$ cat config.mk
export PLATFORM = sky130hd
export DESIGN_NAME = hilo_mul_unit_flat
export DESIGN_NICKNAME = d
export VERILOG_FILES = /design/src/rtl/hilo_mul_unit_if.sv /design/src/rtl/hilo_mul_unit.sv /design/src/flat_wrapper.sv
export SDC_FILE = /design/constraint.sdc
export NUM_CORES = 1
export LEC_CHECK = 0
export BUFFER_PORTS_ARGS = -buffer_cell sky130_fd_sc_hd__buf_4
export CAP_MARGIN = 20
export CORE_MARGIN = 2
export CORE_UTILIZATION = 62
export DETAILED_ROUTE_END_ITERATION = 10
export PLACE_DENSITY = 0.82
export SYNTH_ARGS = -nofsm -noshare
export SYNTH_HDL_FRONTEND = slang
export SYNTH_SLANG_ARGS = --single-unit
$ cat constraint.sdc
create_clock -name i_clk -period 5.4 [get_ports i_clk]
set_input_delay 0.27 -clock i_clk [delete_from_list [all_inputs] [get_ports i_clk]]
set_output_delay 0.27 -clock i_clk [all_outputs]
set_load 0.05 [all_outputs]
$ cat src/rtl/hilo_mul_unit_if.sv
// hilo_mul_unit_if: request/write/readback bundle for the HI/LO multiply unit.
//   master : issuer side (drives start/op_madd/signed_op/a/b/wr_*; sees busy/done/hi/lo)
//   slave  : the multiply unit itself
interface hilo_mul_unit_if #(
  parameter int unsigned WIDTH = 32
);
  logic             start;
  logic             op_madd;
  logic             signed_op;
  logic [WIDTH-1:0] a;
  logic [WIDTH-1:0] b;
  logic             wr_hi;
  logic             wr_lo;
  logic [WIDTH-1:0] wr_data;
  logic             busy;
  logic             done;
  logic [WIDTH-1:0] hi;
  logic [WIDTH-1:0] lo;

  modport master (
    output start, op_madd, signed_op, a, b, wr_hi, wr_lo, wr_data,
    input  busy, done, hi, lo
  );

  modport slave (
    input  start, op_madd, signed_op, a, b, wr_hi, wr_lo, wr_data,
    output busy, done, hi, lo
  );
endinterface

$ cat src/rtl/hilo_mul_unit.sv
// hilo_mul_unit: iterative radix-2 multiply / multiply-accumulate owning HI/LO.
// Ports:
//   i_clk : clock, all state on rising edge
//   i_rst : asynchronous active-low reset
//   bus   : hilo_mul_unit_if.slave (start/op_madd/signed_op/a/b, direct HI/LO writes,
//           busy/done status, hi/lo readback)
// A request spends one accept edge, WIDTH shift-add edges, then one writeback edge.
module hilo_mul_unit #(
  parameter int unsigned WIDTH = 32,
  parameter int unsigned CNT_W = 6
) (
  input  logic                i_clk,
  input  logic                i_rst,
  hilo_mul_unit_if.slave      bus
);

  localparam int unsigned PW = 2 * WIDTH;

  localparam logic [1:0] S_IDLE = 2'd0;
  localparam logic [1:0] S_CALC = 2'd1;
  localparam logic [1:0] S_WB   = 2'd2;

  logic [1:0]       r_state;
  logic [CNT_W-1:0] r_cnt;
  logic [PW-1:0]    r_mcand;
  logic [WIDTH-1:0] r_mplier;
  logic [PW-1:0]    r_acc;
  logic             r_neg;
  logic             r_madd;
  logic [WIDTH-1:0] r_hi;
  logic [WIDTH-1:0] r_lo;
  logic             r_busy;
  logic             r_done;

  logic [WIDTH-1:0] w_a_mag;
  logic [WIDTH-1:0] w_b_mag;
  logic [PW-1:0]    w_acc_nxt;
  logic [PW-1:0]    w_prod;
  logic [PW-1:0]    w_sum;
  logic             w_last;

  always_comb begin
    // Most-negative input negates to itself, which read as unsigned is the right magnitude.
    w_a_mag   = (bus.signed_op && bus.a[WIDTH-1]) ? -bus.a : bus.a;
    w_b_mag   = (bus.signed_op && bus.b[WIDTH-1]) ? -bus.b : bus.b;
    w_acc_nxt = r_mplier[0] ? (r_acc + r_mcand) : r_acc;
    w_prod    = r_neg ? -r_acc : r_acc;
    // Carry out of the accumulate is dropped on purpose (modulo 2^PW).
    w_sum     = {r_hi, r_lo} + w_prod;
    w_last    = (r_cnt == CNT_W'(WIDTH - 1));
  end

  always_ff @(posedge i_clk or negedge i_rst) begin
    if (!i_rst) begin
      r_state  <= S_IDLE;
      r_cnt    <= '0;
      r_mcand  <= '0;
      r_mplier <= '0;
      r_acc    <= '0;
      r_neg    <= 1'b0;
      r_madd   <= 1'b0;
      r_hi     <= '0;
      r_lo     <= '0;
      r_busy   <= 1'b0;
      r_done   <= 1'b0;
    end else begin
      r_done <= 1'b0;
      case (r_state)
        S_IDLE: begin
          if (bus.start) begin
            r_mcand  <= {{WIDTH{1'b0}}, w_a_mag};
            r_mplier <= w_b_mag;
            r_neg    <= bus.signed_op & (bus.a[WIDTH-1] ^ bus.b[WIDTH-1]);
            r_madd   <= bus.op_madd;
            r_acc    <= '0;
            r_cnt    <= '0;
            r_busy   <= 1'b1;
            r_state  <= S_CALC;
          end else begin
            // Direct writes only when no request competes for the same edge.
            if (bus.wr_hi) r_hi <= bus.wr_data;
            if (bus.wr_lo) r_lo <= bus.wr_data;
          end
        end
        S_CALC: begin
          r_acc    <= w_acc_nxt;
          r_mcand  <= r_mcand << 1;
          r_mplier <= r_mplier >> 1;
          r_cnt    <= r_cnt + 1'b1;
          if (w_last) r_state <= S_WB;
        end
        S_WB: begin
          if (r_madd) begin
            r_hi <= w_sum[PW-1:WIDTH];
            r_lo <= w_sum[WIDTH-1:0];
          end else begin
            r_hi <= w_prod[PW-1:WIDTH];
            r_lo <= w_prod[WIDTH-1:0];
          end
          r_done  <= 1'b1;
          r_busy  <= 1'b0;
          r_state <= S_IDLE;
        end
        default: begin
          r_busy  <= 1'b0;
          r_state <= S_IDLE;
        end
      endcase
    end
  end

  assign bus.busy = r_busy;
  assign bus.done = r_done;
  assign bus.hi   = r_hi;
  assign bus.lo   = r_lo;

endmodule

$ cat src/flat_wrapper.sv
// flat-port wrapper written by rule: the top's interface ports become plain ports
module hilo_mul_unit_flat 
#(
  parameter int unsigned WIDTH = 32,
  parameter int unsigned CNT_W = 6
)
  (i_clk, i_rst, bus_start, bus_op_madd, bus_signed_op, bus_a, bus_b, bus_wr_hi, bus_wr_lo, bus_wr_data, bus_busy, bus_done, bus_hi, bus_lo);
  hilo_mul_unit_if #(.WIDTH(WIDTH)) bus_i ();
  input  logic i_clk;
  input  logic i_rst;
  input wire logic [$bits(bus_i.start)-1:0] bus_start;
  input wire logic [$bits(bus_i.op_madd)-1:0] bus_op_madd;
  input wire logic [$bits(bus_i.signed_op)-1:0] bus_signed_op;
  input wire logic [$bits(bus_i.a)-1:0] bus_a;
  input wire logic [$bits(bus_i.b)-1:0] bus_b;
  input wire logic [$bits(bus_i.wr_hi)-1:0] bus_wr_hi;
  input wire logic [$bits(bus_i.wr_lo)-1:0] bus_wr_lo;
  input wire logic [$bits(bus_i.wr_data)-1:0] bus_wr_data;
  output wire logic [$bits(bus_i.busy)-1:0] bus_busy;
  output wire logic [$bits(bus_i.done)-1:0] bus_done;
  output wire logic [$bits(bus_i.hi)-1:0] bus_hi;
  output wire logic [$bits(bus_i.lo)-1:0] bus_lo;
  assign bus_i.start = bus_start;
  assign bus_i.op_madd = bus_op_madd;
  assign bus_i.signed_op = bus_signed_op;
  assign bus_i.a = bus_a;
  assign bus_i.b = bus_b;
  assign bus_i.wr_hi = bus_wr_hi;
  assign bus_i.wr_lo = bus_wr_lo;
  assign bus_i.wr_data = bus_wr_data;
  assign bus_busy = bus_i.busy;
  assign bus_done = bus_i.done;
  assign bus_hi = bus_i.hi;
  assign bus_lo = bus_i.lo;
  hilo_mul_unit #(.WIDTH(WIDTH), .CNT_W(CNT_W)) u_core (.i_clk(i_clk), .i_rst(i_rst), .bus(bus_i));
endmodule
==> impl_metrics.ini <==
[final_layout]
drive_gt1_share_pct = 11.85
antenna_cells = 0
layout.nets = 2874
fill_cells = 2377
area_growth_pct = 16.46

[drt]
ant_nets = 0
drt_iter0_drc = 2179
drc_errors = 0
routedWlPerCell_um = 21.88
avgViaCountPerCell = 6.696
via_count = 20437
drt_wl_total_um = 66780
first_pass_iters = 7

[critical_path]
critPathMaxFanout = 8
crit_chain = or3_4 > or4_4 > or4_4 > or3b_4 > nand2b_4 > o31ai_2 > xnor2_1 > ha_2 > a21oi_1 > o21ai_1 > a211oi_1 > o21ai_0 > a21oi_1 > o21ai_2 > a41oi_2 > nor2_1 > xnor2_1 > a221oi_1
crit_type = flop to flop
slowest_stage = or4_4
cpLargestDelayFamily = simple AND/OR/NAND/NOR gates
cp-end-kind = flop
startpoint_type = flop
cp.required_ps = 5870
cpPeakStageDelay_ps = 520
crit_arrival_ps = 5690
cp.buffers_inverters = 0

[flow_run]
cap_violations = 0

[floorplanning]
chipWidth_um = 182.6
die_h_um = 182.6
core-area_mm2 = 0.03147
die-area_mm2 = 0.03333
start_util_pct = 62.80
pin_count = 169
rows = 65

[power_and_ir_drop]
switching_share_pct = 51.02
p_switching_mw = 7.844
total_power_mw = 15.37
irDropWorstVdd_mv = 0.3418
pwr-share-seq_pct = 21.7
p_int_mw = 7.530
power_frac_comb_pct = 64.9
pwr-share-clk_pct = 13.5
p_leak_nw = 9.960
power.density_mw_per_mm2 = 667.8

[sta]
tns_ps = 0
finalHoldViolCount = 0
maxSlewHeadroom_pct = 28.16
worst_slew_pin_slew_ps = 1068
max_freq_mhz = 191.5
min_period_ps = 5222
skew_ps = 38.66
post-route-period-util_pct = 96.70
drv_slew = 0
finalSetupViolations = 0

[logic_synthesis]
synthDistinctLibCells = 78
synthFlopType = dfrtp_1
syn_avg_cell_area_um2 = 7.961
async_flop_share_pct = 100.0
netlist_top_cells_count = nand2_1 (324), o21ai_0 (311), dfrtp_1 (236), a21oi_1 (218), xnor2_1 (160)
syn-cell-area_mm2 = 0.01977
syn-num-nets = 2729
ys_seq_elements = 236
ys_seq_area_share_pct = 29.88
postSynthCellCount = 2483
synth_top_area_share_pct = 29.88
yosysTopAreaCell = dfrtp_1
synth.most_common_cell = nand2_1
yosys_warnings = 0
netlist_top_cells_area = dfrtp_1 (30%), ha_1 (8.9%), o21ai_0 (7.9%), xnor2_1 (7.1%), nand2_1 (6.2%)
synth_edf_count = 0

[place]
gp_congestion = 1.010
hpwl_um = 48420
port_buffers = 168

[clock_tree]
cts_tree = done
root_buffer = clkbuf_16
htree_levels = 1
cts.sinks = 236
clock_latency_ps = 600
cts.clk_slew.worst_paths_ps = 60
cts_made_buffers = 28
cts_buffer_depth = 3

[global_route]
overflow = 0
grt_pass1_vias = 19017
groute.usage.overall_pct = 39.00
antenna_found_initial = 0
grt_max_degree = 128
grt_pass1_wl_um = 103700

[worst_hold_path]
hold_path_class = input port to flop

[status]
run_status = complete, no violations
[cell usage in the layout, fill, tap and decap left out, types with 62 or more instances in the layout]
cell type / count
nand2_1: 324
o21ai_0: 306
dfrtp_1: 235
a21oi_1: 217
buf_4: 202
xnor2_1: 159
nor2_1: 149
ha_1: 134
xor2_1: 82
a22oi_1: 62
[registers in the layout, summed over array words and instances, names as in the netlist]
signal	cells
u_core.bus.busy	1
u_core.bus.done	1
u_core.bus.hi	32
u_core.bus.lo	32
u_core.r_acc	64
u_core.r_cnt	6
u_core.r_madd	1
u_core.r_mcand	64
u_core.r_mplier	32
u_core.r_neg	1
u_core.r_state	2
[final cells by class]
| cell class | instances | area [um^2] | share of cell area, % |
|---|---|---|---|
| clock buffers | 44 | 870.8 | 3.783 |
| clock inverters | 8 | 150.1 | 0.6522 |
| inverters | 49 | 183.9 | 0.7990 |
| multi-input cells | 2057 | 13320 | 57.88 |
| flip-flops and latches | 236 | 5907 | 25.66 |
| well taps | 402 | 503.0 | 2.185 |
| repair buffers | 256 | 2082 | 9.044 |
[logic make-up after synthesis]
logic type	after synthesis	synth area share [%]
buffers and inverters	190	3.633
AND/OR/NAND/NOR	731	17.06
flip-flops	236	29.88
XOR/XNOR	244	10.81
adder cells (fa/ha/maj)	143	9.128
multiplexers	6	0.3228
AO/OA/AOI/OAI	933	29.17
[per-stage QoR]
step	setup slack [ps]	utilization, %	std cells	hold WS, ps	instance area [um^2]
5_1_grt	-29.85	73.14	3052	4.127	23020
6_report	178.3	73.14	3052	13.91	23020
3_5_place_dp	11.11	67.72	2947	466.3	21310
2_1_floorplan	430.7	-	2483	-25.59	19770
3_3_place_gp	179.0	67.72	2947	447.2	21310
4_1_cts	74.42	72.59	3050	3.214	22850
[final timing paths]
path / startpoint / cells past startpoint / to / slack, ps
worst max-delay path: u_core.r_acc[3]$_DFFE_PN0P_ / 18 / u_core.bus.hi[25]$_DFFE_PN0P_ / 180
worst min-delay path: bus_b[12] / 3 / u_core.r_mplier[12]$_DFFE_PN0P_ / 10
worst max register to register: u_core.r_acc[3]$_DFFE_PN0P_ / 18 / u_core.bus.hi[25]$_DFFE_PN0P_ / 180
worst min register to register: u_core.r_cnt[5]$_DFFE_PN0P_ / 1 / u_core.r_state[1]$_DFFE_PN0P_ / 490
max in group asynchronous: i_rst / 3 / u_core.r_mcand[52]$_DFFE_PN0P_ / 3830
min in group asynchronous: i_rst / 2 / u_core.bus.lo[8]$_DFFE_PN0P_ / 400
[worst min-delay path: stages]
cell and delay (ps):
buf_4 100, xor2_1 60, o21ai_0 140
[routing by layer]
metal  global-route usage, %  wire (um)
met3                   5.967       6484
met2                   61.26      29410
met4                   15.23       3035
met1                   54.31      27840
met5                       0          0
[power groups by stage]
stage	clock [mW]	sequential, mW	combinational, mW
6_report	2.07	3.33	9.97
4_1_cts	2.08	3.26	9.61
3_5_place_dp	0	3.28	9.52
3_3_place_gp	0	3.24	9.37
2_1_floorplan	0	3.48	6.70
5_1_grt	2.15	3.39	10.9
[what timing repair did]
item / 4_1_cts / 5_1_grt
setup buffers: 0 / 1
resized for setup: 1 / 37
pin swaps: 0 / 6
endpoints found under the hold margin: 176 / 0
endpoints found under the setup margin: 1 / 23
hold buffers: 51 / 0
Power figures use the tool's default switching activity.
